<file path="src/rtl/serv_bus_pkg.sv">
// rtl/serv_bus_pkg.sv - shared types and constants for the serv bus arbiter
package serv_bus_pkg;

  typedef enum logic [1:0] {
    IDLE  = 2'd0,
    GNT_I = 2'd1,
    GNT_D = 2'd2,
    RESP  = 2'd3
  } state_t;

  localparam logic REQ_IBUS = 1'b0;
  localparam logic REQ_DBUS = 1'b1;

  localparam logic [3:0] WB_SEL_ALL = 4'hf;

endpackage

</file>
<file path="src/rtl/serv_bus_if.sv">
// rtl/serv_bus_if.sv - ibus, dbus and wishbone signals seen by the arbiter
interface serv_bus_if;

  logic [31:0] i_ibus_adr;
  logic        i_ibus_cyc;
  logic [31:0] o_ibus_rdt;
  logic        o_ibus_ack;
  logic        o_ibus_err;

  logic [31:0] i_dbus_adr;
  logic [31:0] i_dbus_dat;
  logic [3:0]  i_dbus_sel;
  logic        i_dbus_we;
  logic        i_dbus_cyc;
  logic [31:0] o_dbus_rdt;
  logic        o_dbus_ack;
  logic        o_dbus_err;

  logic [31:0] o_wb_adr;
  logic [31:0] o_wb_dat;
  logic [3:0]  o_wb_sel;
  logic        o_wb_we;
  logic        o_wb_cyc;
  logic        o_wb_stb;
  logic [31:0] i_wb_rdt;
  logic        i_wb_ack;

  modport master (
    input  i_ibus_adr, i_ibus_cyc,
    output o_ibus_rdt, o_ibus_ack, o_ibus_err,
    input  i_dbus_adr, i_dbus_dat, i_dbus_sel, i_dbus_we, i_dbus_cyc,
    output o_dbus_rdt, o_dbus_ack, o_dbus_err,
    output o_wb_adr, o_wb_dat, o_wb_sel, o_wb_we, o_wb_cyc, o_wb_stb,
    input  i_wb_rdt, i_wb_ack
  );

  modport slave (
    output i_ibus_adr, i_ibus_cyc,
    input  o_ibus_rdt, o_ibus_ack, o_ibus_err,
    output i_dbus_adr, i_dbus_dat, i_dbus_sel, i_dbus_we, i_dbus_cyc,
    input  o_dbus_rdt, o_dbus_ack, o_dbus_err,
    input  o_wb_adr, o_wb_dat, o_wb_sel, o_wb_we, o_wb_cyc, o_wb_stb,
    output i_wb_rdt, i_wb_ack
  );

endinterface

</file>
<file path="src/rtl/serv_bus_timeout.sv">
// rtl/serv_bus_timeout.sv - watchdog counting granted cycles without an ack
module serv_bus_timeout #(
  parameter int TIMEOUT_W = 8
) (
  input  logic clk,
  input  logic rst_n,
  input  logic clr,
  input  logic en,
  output logic expired
);

  localparam logic [TIMEOUT_W-1:0] ONE = TIMEOUT_W'(1);

  logic [TIMEOUT_W-1:0] count;
  logic [TIMEOUT_W-1:0] count_inc;

  assign count_inc = count + ONE;

  // Count stalled grant cycles; cleared whenever no grant is active.
  always_ff @(posedge clk or negedge rst_n) begin
    if (!rst_n) begin
      count <= '0;
    end else if (clr) begin
      count <= '0;
    end else if (en) begin
      count <= count_inc;
    end
  end

  // Fires on the stalled cycle that would bring the count to all-ones,
  // so a grant lasts 2**TIMEOUT_W-1 cycles before it is abandoned.
  assign expired = en && (&count_inc);

endmodule

</file>
<file path="src/rtl/serv_bus_arbiter.sv">
// rtl/serv_bus_arbiter.sv - round-robin ibus/dbus arbiter onto one wishbone master
module serv_bus_arbiter #(
  parameter int TIMEOUT_W = 8
) (
  input  logic       clk,
  input  logic       i_rst_n,
  serv_bus_if.master bus
);
  import serv_bus_pkg::*;

  state_t state;
  logic   last_grant;
  logic   granted;
  logic   wd_expired;

  assign granted = (state == GNT_I) || (state == GNT_D);

  serv_bus_timeout #(
    .TIMEOUT_W (TIMEOUT_W)
  ) u_timeout (
    .clk     (clk),
    .rst_n   (i_rst_n),
    .clr     (!granted),
    .en      (granted && !bus.i_wb_ack),
    .expired (wd_expired)
  );

  // Arbitration FSM; every output is a register so the bus sees clean edges.
  always_ff @(posedge clk or negedge i_rst_n) begin
    if (!i_rst_n) begin
      state          <= IDLE;
      last_grant     <= REQ_DBUS;
      bus.o_ibus_rdt <= '0;
      bus.o_ibus_ack <= 1'b0;
      bus.o_ibus_err <= 1'b0;
      bus.o_dbus_rdt <= '0;
      bus.o_dbus_ack <= 1'b0;
      bus.o_dbus_err <= 1'b0;
      bus.o_wb_adr   <= '0;
      bus.o_wb_dat   <= '0;
      bus.o_wb_sel   <= '0;
      bus.o_wb_we    <= 1'b0;
      bus.o_wb_cyc   <= 1'b0;
      bus.o_wb_stb   <= 1'b0;
    end else begin
      // Responses are single-cycle pulses; only a completing grant raises one.
      bus.o_ibus_ack <= 1'b0;
      bus.o_ibus_err <= 1'b0;
      bus.o_dbus_ack <= 1'b0;
      bus.o_dbus_err <= 1'b0;
      case (state)
        IDLE: begin
          if (bus.i_ibus_cyc && (!bus.i_dbus_cyc || last_grant == REQ_DBUS)) begin
            bus.o_wb_adr <= bus.i_ibus_adr;
            bus.o_wb_dat <= '0;
            bus.o_wb_sel <= WB_SEL_ALL;
            bus.o_wb_we  <= 1'b0;
            bus.o_wb_cyc <= 1'b1;
            bus.o_wb_stb <= 1'b1;
            last_grant   <= REQ_IBUS;
            state        <= GNT_I;
          end else if (bus.i_dbus_cyc) begin
            bus.o_wb_adr <= bus.i_dbus_adr;
            bus.o_wb_dat <= bus.i_dbus_dat;
            bus.o_wb_sel <= bus.i_dbus_sel;
            bus.o_wb_we  <= bus.i_dbus_we;
            bus.o_wb_cyc <= 1'b1;
            bus.o_wb_stb <= 1'b1;
            last_grant   <= REQ_DBUS;
            state        <= GNT_D;
          end
        end
        GNT_I: begin
          if (bus.i_wb_ack) begin
            bus.o_ibus_rdt <= bus.i_wb_rdt;
            bus.o_ibus_ack <= 1'b1;
            bus.o_wb_cyc   <= 1'b0;
            bus.o_wb_stb   <= 1'b0;
            state          <= RESP;
          end else if (!bus.i_ibus_cyc) begin
            bus.o_wb_cyc <= 1'b0;
            bus.o_wb_stb <= 1'b0;
            state        <= IDLE;
          end else if (wd_expired) begin
            bus.o_ibus_err <= 1'b1;
            bus.o_wb_cyc   <= 1'b0;
            bus.o_wb_stb   <= 1'b0;
            state          <= RESP;
          end
        end
        GNT_D: begin
          if (bus.i_wb_ack) begin
            bus.o_dbus_rdt <= bus.i_wb_rdt;
            bus.o_dbus_ack <= 1'b1;
            bus.o_wb_cyc   <= 1'b0;
            bus.o_wb_stb   <= 1'b0;
            state          <= RESP;
          end else if (!bus.i_dbus_cyc) begin
            bus.o_wb_cyc <= 1'b0;
            bus.o_wb_stb <= 1'b0;
            state        <= IDLE;
          end else if (wd_expired) begin
            bus.o_dbus_err <= 1'b1;
            bus.o_wb_cyc   <= 1'b0;
            bus.o_wb_stb   <= 1'b0;
            state          <= RESP;
          end
        end
        RESP: begin
          state <= IDLE;
        end
        default: begin
          state <= IDLE;
        end
      endcase
    end
  end

endmodule

</file>
<file path="src/flat_wrapper.sv">
// flat-port wrapper written by rule: the top's interface ports become plain ports
module serv_bus_arbiter_flat import serv_bus_pkg::*;
#(
  parameter int TIMEOUT_W = 8
)
  (clk, i_rst_n, bus_i_ibus_adr, bus_i_ibus_cyc, bus_o_ibus_rdt, bus_o_ibus_ack, bus_o_ibus_err, bus_i_dbus_adr, bus_i_dbus_dat, bus_i_dbus_sel, bus_i_dbus_we, bus_i_dbus_cyc, bus_o_dbus_rdt, bus_o_dbus_ack, bus_o_dbus_err, bus_o_wb_adr, bus_o_wb_dat, bus_o_wb_sel, bus_o_wb_we, bus_o_wb_cyc, bus_o_wb_stb, bus_i_wb_rdt, bus_i_wb_ack);
  serv_bus_if bus_i ();
  input  logic clk;
  input  logic i_rst_n;
  input wire logic [$bits(bus_i.i_ibus_adr)-1:0] bus_i_ibus_adr;
  input wire logic [$bits(bus_i.i_ibus_cyc)-1:0] bus_i_ibus_cyc;
  output wire logic [$bits(bus_i.o_ibus_rdt)-1:0] bus_o_ibus_rdt;
  output wire logic [$bits(bus_i.o_ibus_ack)-1:0] bus_o_ibus_ack;
  output wire logic [$bits(bus_i.o_ibus_err)-1:0] bus_o_ibus_err;
  input wire logic [$bits(bus_i.i_dbus_adr)-1:0] bus_i_dbus_adr;
  input wire logic [$bits(bus_i.i_dbus_dat)-1:0] bus_i_dbus_dat;
  input wire logic [$bits(bus_i.i_dbus_sel)-1:0] bus_i_dbus_sel;
  input wire logic [$bits(bus_i.i_dbus_we)-1:0] bus_i_dbus_we;
  input wire logic [$bits(bus_i.i_dbus_cyc)-1:0] bus_i_dbus_cyc;
  output wire logic [$bits(bus_i.o_dbus_rdt)-1:0] bus_o_dbus_rdt;
  output wire logic [$bits(bus_i.o_dbus_ack)-1:0] bus_o_dbus_ack;
  output wire logic [$bits(bus_i.o_dbus_err)-1:0] bus_o_dbus_err;
  output wire logic [$bits(bus_i.o_wb_adr)-1:0] bus_o_wb_adr;
  output wire logic [$bits(bus_i.o_wb_dat)-1:0] bus_o_wb_dat;
  output wire logic [$bits(bus_i.o_wb_sel)-1:0] bus_o_wb_sel;
  output wire logic [$bits(bus_i.o_wb_we)-1:0] bus_o_wb_we;
  output wire logic [$bits(bus_i.o_wb_cyc)-1:0] bus_o_wb_cyc;
  output wire logic [$bits(bus_i.o_wb_stb)-1:0] bus_o_wb_stb;
  input wire logic [$bits(bus_i.i_wb_rdt)-1:0] bus_i_wb_rdt;
  input wire logic [$bits(bus_i.i_wb_ack)-1:0] bus_i_wb_ack;
  assign bus_i.i_ibus_adr = bus_i_ibus_adr;
  assign bus_i.i_ibus_cyc = bus_i_ibus_cyc;
  assign bus_o_ibus_rdt = bus_i.o_ibus_rdt;
  assign bus_o_ibus_ack = bus_i.o_ibus_ack;
  assign bus_o_ibus_err = bus_i.o_ibus_err;
  assign bus_i.i_dbus_adr = bus_i_dbus_adr;
  assign bus_i.i_dbus_dat = bus_i_dbus_dat;
  assign bus_i.i_dbus_sel = bus_i_dbus_sel;
  assign bus_i.i_dbus_we = bus_i_dbus_we;
  assign bus_i.i_dbus_cyc = bus_i_dbus_cyc;
  assign bus_o_dbus_rdt = bus_i.o_dbus_rdt;
  assign bus_o_dbus_ack = bus_i.o_dbus_ack;
  assign bus_o_dbus_err = bus_i.o_dbus_err;
  assign bus_o_wb_adr = bus_i.o_wb_adr;
  assign bus_o_wb_dat = bus_i.o_wb_dat;
  assign bus_o_wb_sel = bus_i.o_wb_sel;
  assign bus_o_wb_we = bus_i.o_wb_we;
  assign bus_o_wb_cyc = bus_i.o_wb_cyc;
  assign bus_o_wb_stb = bus_i.o_wb_stb;
  assign bus_i.i_wb_rdt = bus_i_wb_rdt;
  assign bus_i.i_wb_ack = bus_i_wb_ack;
  serv_bus_arbiter #(.TIMEOUT_W(TIMEOUT_W)) u_core (.clk(clk), .i_rst_n(i_rst_n), .bus(bus_i));
endmodule
</file>
<file path="config.mk">
export PLATFORM = sky130hd
export DESIGN_NAME = serv_bus_arbiter_flat
export DESIGN_NICKNAME = d
export VERILOG_FILES = /design/src/rtl/serv_bus_pkg.sv /design/src/rtl/serv_bus_if.sv /design/src/rtl/serv_bus_timeout.sv /design/src/rtl/serv_bus_arbiter.sv /design/src/flat_wrapper.sv
export SDC_FILE = /design/constraint.sdc
export NUM_CORES = 1
export LEC_CHECK = 0
export ABC_AREA = 1
export CAP_MARGIN = 30
export CORE_MARGIN = 2
export CORE_UTILIZATION = 37
export DETAILED_ROUTE_END_ITERATION = 10
export MAX_ROUTING_LAYER = met4
export PLACE_DENSITY_LB_ADDON = 0.3
export SLEW_MARGIN = 20
export SYNTH_ARGS = -nofsm -noshare
export SYNTH_HDL_FRONTEND = slang
export SYNTH_SLANG_ARGS = --single-unit
export TNS_END_PERCENT = 10
</file>
<file path="constraint.sdc">
create_clock -name clk -period 1.7 [get_ports clk]
set_clock_uncertainty 0.15 [all_clocks]
set_input_delay 0.17 -clock clk [delete_from_list [all_inputs] [get_ports clk]]
set_output_delay 0.17 -clock clk [all_outputs]
set_load 0.01 [all_outputs]
</file>
==> results.sh, run 1 <==
export IMPL_path_class="flip-flop to flip-flop"
export IMPL_syn_cell_area_um2=6016
export IMPL_syn_avg_cell_area_um2=9.782
export IMPL_grt_max_degree=65
export IMPL_antenna_found_initial=0
export IMPL_max_clock_path_buffers=2
export IMPL_cts_tree="done"
export IMPL_setup_viol=0
export IMPL_final_util_pct=63.70
export IMPL_ys_warn_count=0
export IMPL_cp_slowest_cell="dfrtp_1"
export IMPL_slew_viol_final=0
export IMPL_tightest_slew_ps=417.9
export IMPL_die_w_um=131.5
export IMPL_cts_buffers_inserted=17
export IMPL_p_int_mw=12.04
export IMPL_drtIter0Drc=258
export IMPL_grt_overflow=0
export IMPL_syn_num_nets=759
export IMPL_p_sw_mw=5.962
export IMPL_clk_pin_slew_ps=60
export IMPL_worstSetupEndpointType="flip-flop"
export IMPL_nets=1057
export IMPL_cpPeakStageDelay_ps=390
export IMPL_power_mw=18.00
export IMPL_start_util_pct=37.87
export IMPL_grt_pass1_wl_mm=28.70
export IMPL_rsz0062_at_grt="yes"
export IMPL_cp_required_ps=1850
export IMPL_critPathArrivalTime_ps=1840
export IMPL_path_cells="inv_2, ha_4, inv_1, nor2_2, inv_2, buf_12, a22o_1"
export IMPL_synth_distinct_cells=28
export IMPL_track_usage_pct=21.60
export IMPL_relSlewSlack_pct=72.14
export IMPL_via_per_inst=4.794
export IMPL_swShare_pct=33.13
export IMPL_path_max_fanout=48
export IMPL_p_leak_nw=4.753
export IMPL_synth_seq_cells=150
export IMPL_p_seq_share_pct=33.3
export IMPL_die_h_um=131.5
export IMPL_crit_top_cell="inv_2"
export IMPL_insertedDiodeCount=0
export IMPL_status="finished clean"
export IMPL_synthCells=615
export IMPL_p_per_area_nw_per_um2=1779
export IMPL_routed_wirelength_mm=18.09
export IMPL_first_global_vias=5342
export IMPL_cts_num_sinks=150
export IMPL_p_comb_share_pct=43.7
export IMPL_clk_latency_ps=410
export IMPL_period_minus_slack_ps=1682
export IMPL_fmax_mhz=594.5
export IMPL_port_buffers=276
export IMPL_area_growth_pct=68.20
export IMPL_gp_congestion=0.8177
export IMPL_clkPwrFrac_pct=23.0
export IMPL_drive_gt1_share_pct=11.03
export IMPL_antenna_left=0
export IMPL_drc=0
export IMPL_wl_per_cell_um=15.85
export IMPL_dr_pass1_iters=4
export IMPL_maxCapViolCount=0
export IMPL_io_pins=277
export IMPL_period_share_pct=98.94
export IMPL_ys_seq_area_share_pct=62.42
export IMPL_h_tree_depth=4
export IMPL_final_hold_viol_count=0
export IMPL_cp_start_kind="flip-flop"
export IMPL_timing_hold_ws_ps=79.84
export IMPL_via_count=5470
export IMPL_place_area_um2=9281
export IMPL_design_area_um2=10120
export IMPL_core_um2=15890
export IMPL_std_cell_rows=46
export IMPL_dieArea_um2=17290
export IMPL_cts_root_buf="clkbuf_16"
export IMPL_place_hpwl_mm=12.85
export IMPL_holdCritPathClass="primary input to asynchronous set/reset pin"
export IMPL_ir_drop_mv=1.042
-- synth_stat cells (all sizes together) --
library cell	count	share of area, %
buf	20	1.7
o21bai	1	0.12
nor2	51	3.5
o21a	1	0.12
clkbuf	16	1.0
nand3	10	1.0
o21ai	72	6.1
o22a	4	0.58
dfstp	1	0.44
o22ai	1	0.10
xor2	2	0.29
dfrtp	149	62
nor3	1	0.083
ha	6	1.2
inv	48	3.0
a22o	33	4.8
a21oi	67	5.6
a31o	1	0.15
a2bb2oi	1	0.15
nand2	130	8.2
-- state kept, by name (all words and copies together) (netlist names), 2 cells and up --
name / count
u_core.bus.o_dbus_rdt: 32
u_core.bus.o_wb_adr: 32
u_core.u_timeout.count: 8
u_core.bus.o_wb_dat: 32
u_core.bus.o_ibus_rdt: 32
u_core.bus.o_wb_sel: 4
u_core.state: 2
-- routing by layer --
layer / track usage, % / routed length (um)
met5: - / 0
met4: 7.850 / 397
met3: 7.022 / 1470
met2: 32.90 / 8481
met1: 27.07 / 7736
-- layout make-up --
class / instances / area, um2
Clock buffer: 20 / 446.7
Multi-Input combinational cell: 381 / 2013
Clock inverter: 11 / 196.4
Sequential cell: 150 / 3755
Tap cell: 216 / 270.3
Inverter: 48 / 182.7
Fill cell: 1293 / 5767
Timing Repair Buffer: 315 / 3254
-- metrics by stage --
| step | cells | TNS, ps | worst slack, ps |
|---|---|---|---|
| final | 1141 | 0 | 17.98 |
| after global placement | 1103 | -910.7 | -31.06 |
| after global routing | 1141 | -1667 | -67.20 |
| after floorplan | 615 | -29.05 | -20.12 |
| after CTS | 1136 | 0 | 1.105 |
| after detailed placement | 1103 | -1833 | -58.14 |
-- power by group through the flow --
stage / combinational [mW] / sequential (mW) / clock, mW
finish: 7.87 / 5.99 / 4.14
global route: 8.54 / 6.18 / 4.39
CTS: 7.87 / 5.99 / 4.22
detailed placement: 7.87 / 6.00 / 0
global placement: 7.76 / 5.99 / 0
floorplan: 2.71 / 6.66 / 0
-- what timing repair did --
item / 4_1_cts / 5_1_grt
pin swaps: 1 / 31
hold buffers: 1 / 0
resized for setup: 7 / 43
hold endpoints to repair: 149 / 0
buffers inserted: 1 / 5
setup endpoints to repair: 45 / 95
-- placed cells by master, fill, tap and decap left out, types with 3 or more instances in the layout --
cell type        instances
dfrtp_1                149
dlygate4sd2_1            7
a21oi_1                 64
nor2_1                  42
dlymetal6s2s_1          22
ha_1                     3
clkbuf_16               17
buf_4                   24
clkdlybuf4s50_1        246
nor2_2                   5
nand2_2                  5
inv_2                    6
a22o_1                  33
nor2_4                   4
buf_6                    4
buf_12                  11
inv_1                   41
o21ai_0                 70
bufinv_16                5
o22a_1                   4
nand3_1                  7
nand2_1                125
a21oi_2                  3
-- kinds of logic after synthesis --
kind of cell / count (synthesis) / synth area share (%)
simple gates: 192 / 12.71
compound gates: 181 / 17.66
flops: 150 / 62.42
buf+inv: 84 / 5.678
fa+ha+maj: 6 / 1.248
xor+xnor: 2 / 0.2912
-- critical path: cells and delay by family (launching register included) --
family,cells,cell delay [ps]
and+or+nand+nor,1,140
buffers and inverters,4,460
DFF,1,390
adders and majority gates,1,160
AOI/OAI and AO/OA,1,250
-- final timing paths --
| check | startpoint | endpoint | slack, ps | cells past startpoint |
|---|---|---|---|---|
| max reg2reg | u_core.state[0] | u_core.bus.o_wb_dat[3] | 20 | 7 |
| max | u_core.state[0] | u_core.bus.o_wb_dat[3] | 20 | 7 |
| max in group asynchronous | i_rst_n | u_core.last_grant | 730 | 3 |
| min | i_rst_n | u_core.bus.o_ibus_rdt[9] | 80 | 2 |
| min reg2reg | u_core.bus.o_ibus_rdt[7] | u_core.bus.o_ibus_rdt[7] | 330 | 2 |
| min in group clk | bus_i_ibus_adr[22] | u_core.bus.o_wb_adr[22] | 150 | 3 |
No activity file was read; power rests on OpenSTA's default activity.
==> run 2: changes to the inputs <==
- GPL_ROUTABILITY_DRIVEN: not set -> 0
- clock period: 1.7 -> 1.47 ns (I/O delays scaled with it)
==> results.sh, run 2 (synthesized netlist as in run 1, its figures left out) <==
export IMPL_status="complete, but fails checks"
export IMPL_violations="negative setup slack"
export IMPL_period_minus_slack_ps=1787
export IMPL_crit_path_end="u_core.bus.o_wb_dat[27]"
export IMPL_final_cell_mix="149 x dfrtp_1, 139 x dlygate4sd2_1, 136 x clkdlybuf4s50_1"
export IMPL_antenna_left=0
export IMPL_via_per_inst=4.791
export IMPL_crit_start="u_core.state[1]"
export IMPL_die_w_um=131.5
export IMPL_clk_pin_slew_ps=60
export IMPL_std_cell_rows=46
export IMPL_cts_num_sinks=150
export IMPL_drive_gt1_share_pct=19.18
export IMPL_port_buffers=276
export IMPL_antenna_found_initial=0
export IMPL_relSlewSlack_pct=69.69
export IMPL_p_leak_nw=4.990
export IMPL_cts_tree="done"
export IMPL_worstSetupEndpointType="flip-flop"
export IMPL_wl_per_cell_um=16.91
export IMPL_place_hpwl_mm=13.38
export IMPL_io_pins=277
export IMPL_fillers=1301
export IMPL_reg2reg_depth=9
export IMPL_cts_root_buf="clkbuf_16"
export IMPL_path_class="flip-flop to flip-flop"
export IMPL_clk_latency_ps=420
export IMPL_setup_viol=141
export IMPL_cp_required_ps=1670
export IMPL_grt_pass1_wl_mm=30.59
export IMPL_holdCritPathClass="primary input to asynchronous set/reset pin"
export IMPL_track_usage_pct=23.17
export IMPL_p_seq_share_pct=33.4
export IMPL_p_sw_mw=7.606
export IMPL_grt_max_degree=65
export IMPL_drtIter0Drc=230
export IMPL_p_per_area_nw_per_um2=1962
export IMPL_rsz0062_at_grt="yes"
export IMPL_critPathArrivalTime_ps=1980
export IMPL_die_h_um=131.5
export IMPL_nets=1085
export IMPL_dr_pass1_iters=4
export IMPL_reg2reg_to="u_core.bus.o_wb_dat[27]"
export IMPL_dieArea_um2=17290
export IMPL_final_hold_viol_count=0
export IMPL_design_area_um2=10500
export IMPL_via_count=5605
export IMPL_cts_buffers_inserted=17
export IMPL_drc=0
export IMPL_swShare_pct=36.92
export IMPL_grt_overflow=0
export IMPL_r2r_slack_ps=-320
export IMPL_period_share_pct=121.6
export IMPL_routed_wirelength_mm=19.78
export IMPL_fmax_mhz=559.7
export IMPL_worst_slack_ps=-316.8
export IMPL_dp_worst_setup_slack_ps=-348.2
export IMPL_area_growth_pct=74.60
export IMPL_start_util_pct=37.87
export IMPL_path_max_fanout=7
export IMPL_clkPwrFrac_pct=19.8
export IMPL_final_common_cell="dfrtp_1"
export IMPL_ir_drop_mv=1.164
export IMPL_insertedDiodeCount=0
export IMPL_r2r_start="u_core.state[1]"
export IMPL_h_tree_depth=4
export IMPL_place_area_um2=9427
export IMPL_p_int_mw=13.00
export IMPL_timing_hold_ws_ps=79.31
export IMPL_maxCapViolCount=0
export IMPL_p_comb_share_pct=46.8
export IMPL_first_global_vias=5660
export IMPL_tightest_slew_ps=454.7
export IMPL_core_um2=15890
export IMPL_cp_start_kind="flip-flop"
export IMPL_max_clock_path_buffers=2
export IMPL_slew_viol_final=0
-- run 2: per-layer routing --
layer / up-vias / share of wire, % / track usage [%]
li1: 2686 / - / -
met1: 2690 / 43 / 29.33
met2: 213 / 48 / 36.01
met3: 16 / 7.4 / 7.215
met4: 0 / 1.4 / 6.703
met5: - / 0 / -
-- run 2: worst min path at each step --
stage | start | to | slack, ps | cells after the start
finish | i_rst_n | u_core.bus.o_ibus_rdt[24] | 80 | 2
global route | i_rst_n | u_core.bus.o_ibus_rdt[23] | 100 | 2
CTS | i_rst_n | u_core.bus.o_dbus_rdt[23] | 70 | 2
detailed placement | i_rst_n | u_core.bus.o_dbus_rdt[23] | -40 | 1
global placement | i_rst_n | u_core.bus.o_dbus_rdt[23] | -40 | 1
floorplan | i_rst_n | u_core.bus.o_dbus_ack | -300 | 0
-- run 2: stage by stage --
step	cells	util, %	power (mW)	TNS (ps)
2_1_floorplan	615	-	10.88	-6958
5_1_grt	1170	66.12	21.90	-31660
3_5_place_dp	1119	59.34	16.37	-28670
4_1_cts	1162	64.06	20.05	-11170
3_3_place_gp	1119	59.34	16.18	-23710
6_report	1170	66.12	20.60	-21220
-- run 2: worst max-delay path, stage by stage (launching register included) --
cell	delay [ps]
dfrtp_1	390
inv_2	80
ha_4	150
inv_4	40
nor2_4	150
clkinv_4	120
nor2_4	160
buf_12	160
clkbuf_16	150
a22o_1	150
-- run 2: timing repair --
action                                  CTS  global route
buffers inserted                          6             6
gates cloned                              5             2
resized for setup                       198            51
hold endpoints to repair                150             0
endpoints found under the setup margin  279           147
pin swaps                                17            10
hold buffers                              1             0
-- run 2: final cells by class --
class / instances / area [um2] / share of cell area (%)
Sequential cell: 150 / 3755 / 35.75
Timing Repair Buffer: 343 / 3451 / 32.85
Multi-Input combinational cell: 381 / 2271 / 21.62
Clock buffer: 18 / 439.2 / 4.181
Tap cell: 216 / 270.3 / 2.573
Inverter: 48 / 202.7 / 1.930
Clock inverter: 14 / 115.1 / 1.096
-- run 2: power by group through the flow --
stage	registers [mW]	logic [mW]	clock network [mW]
after floorplan	7.71	3.17	0
after global placement	6.92	9.26	0
after detailed placement	6.95	9.42	0
after CTS	6.84	9.03	4.18
after global routing	7.08	10.5	4.35
final	6.87	9.65	4.08
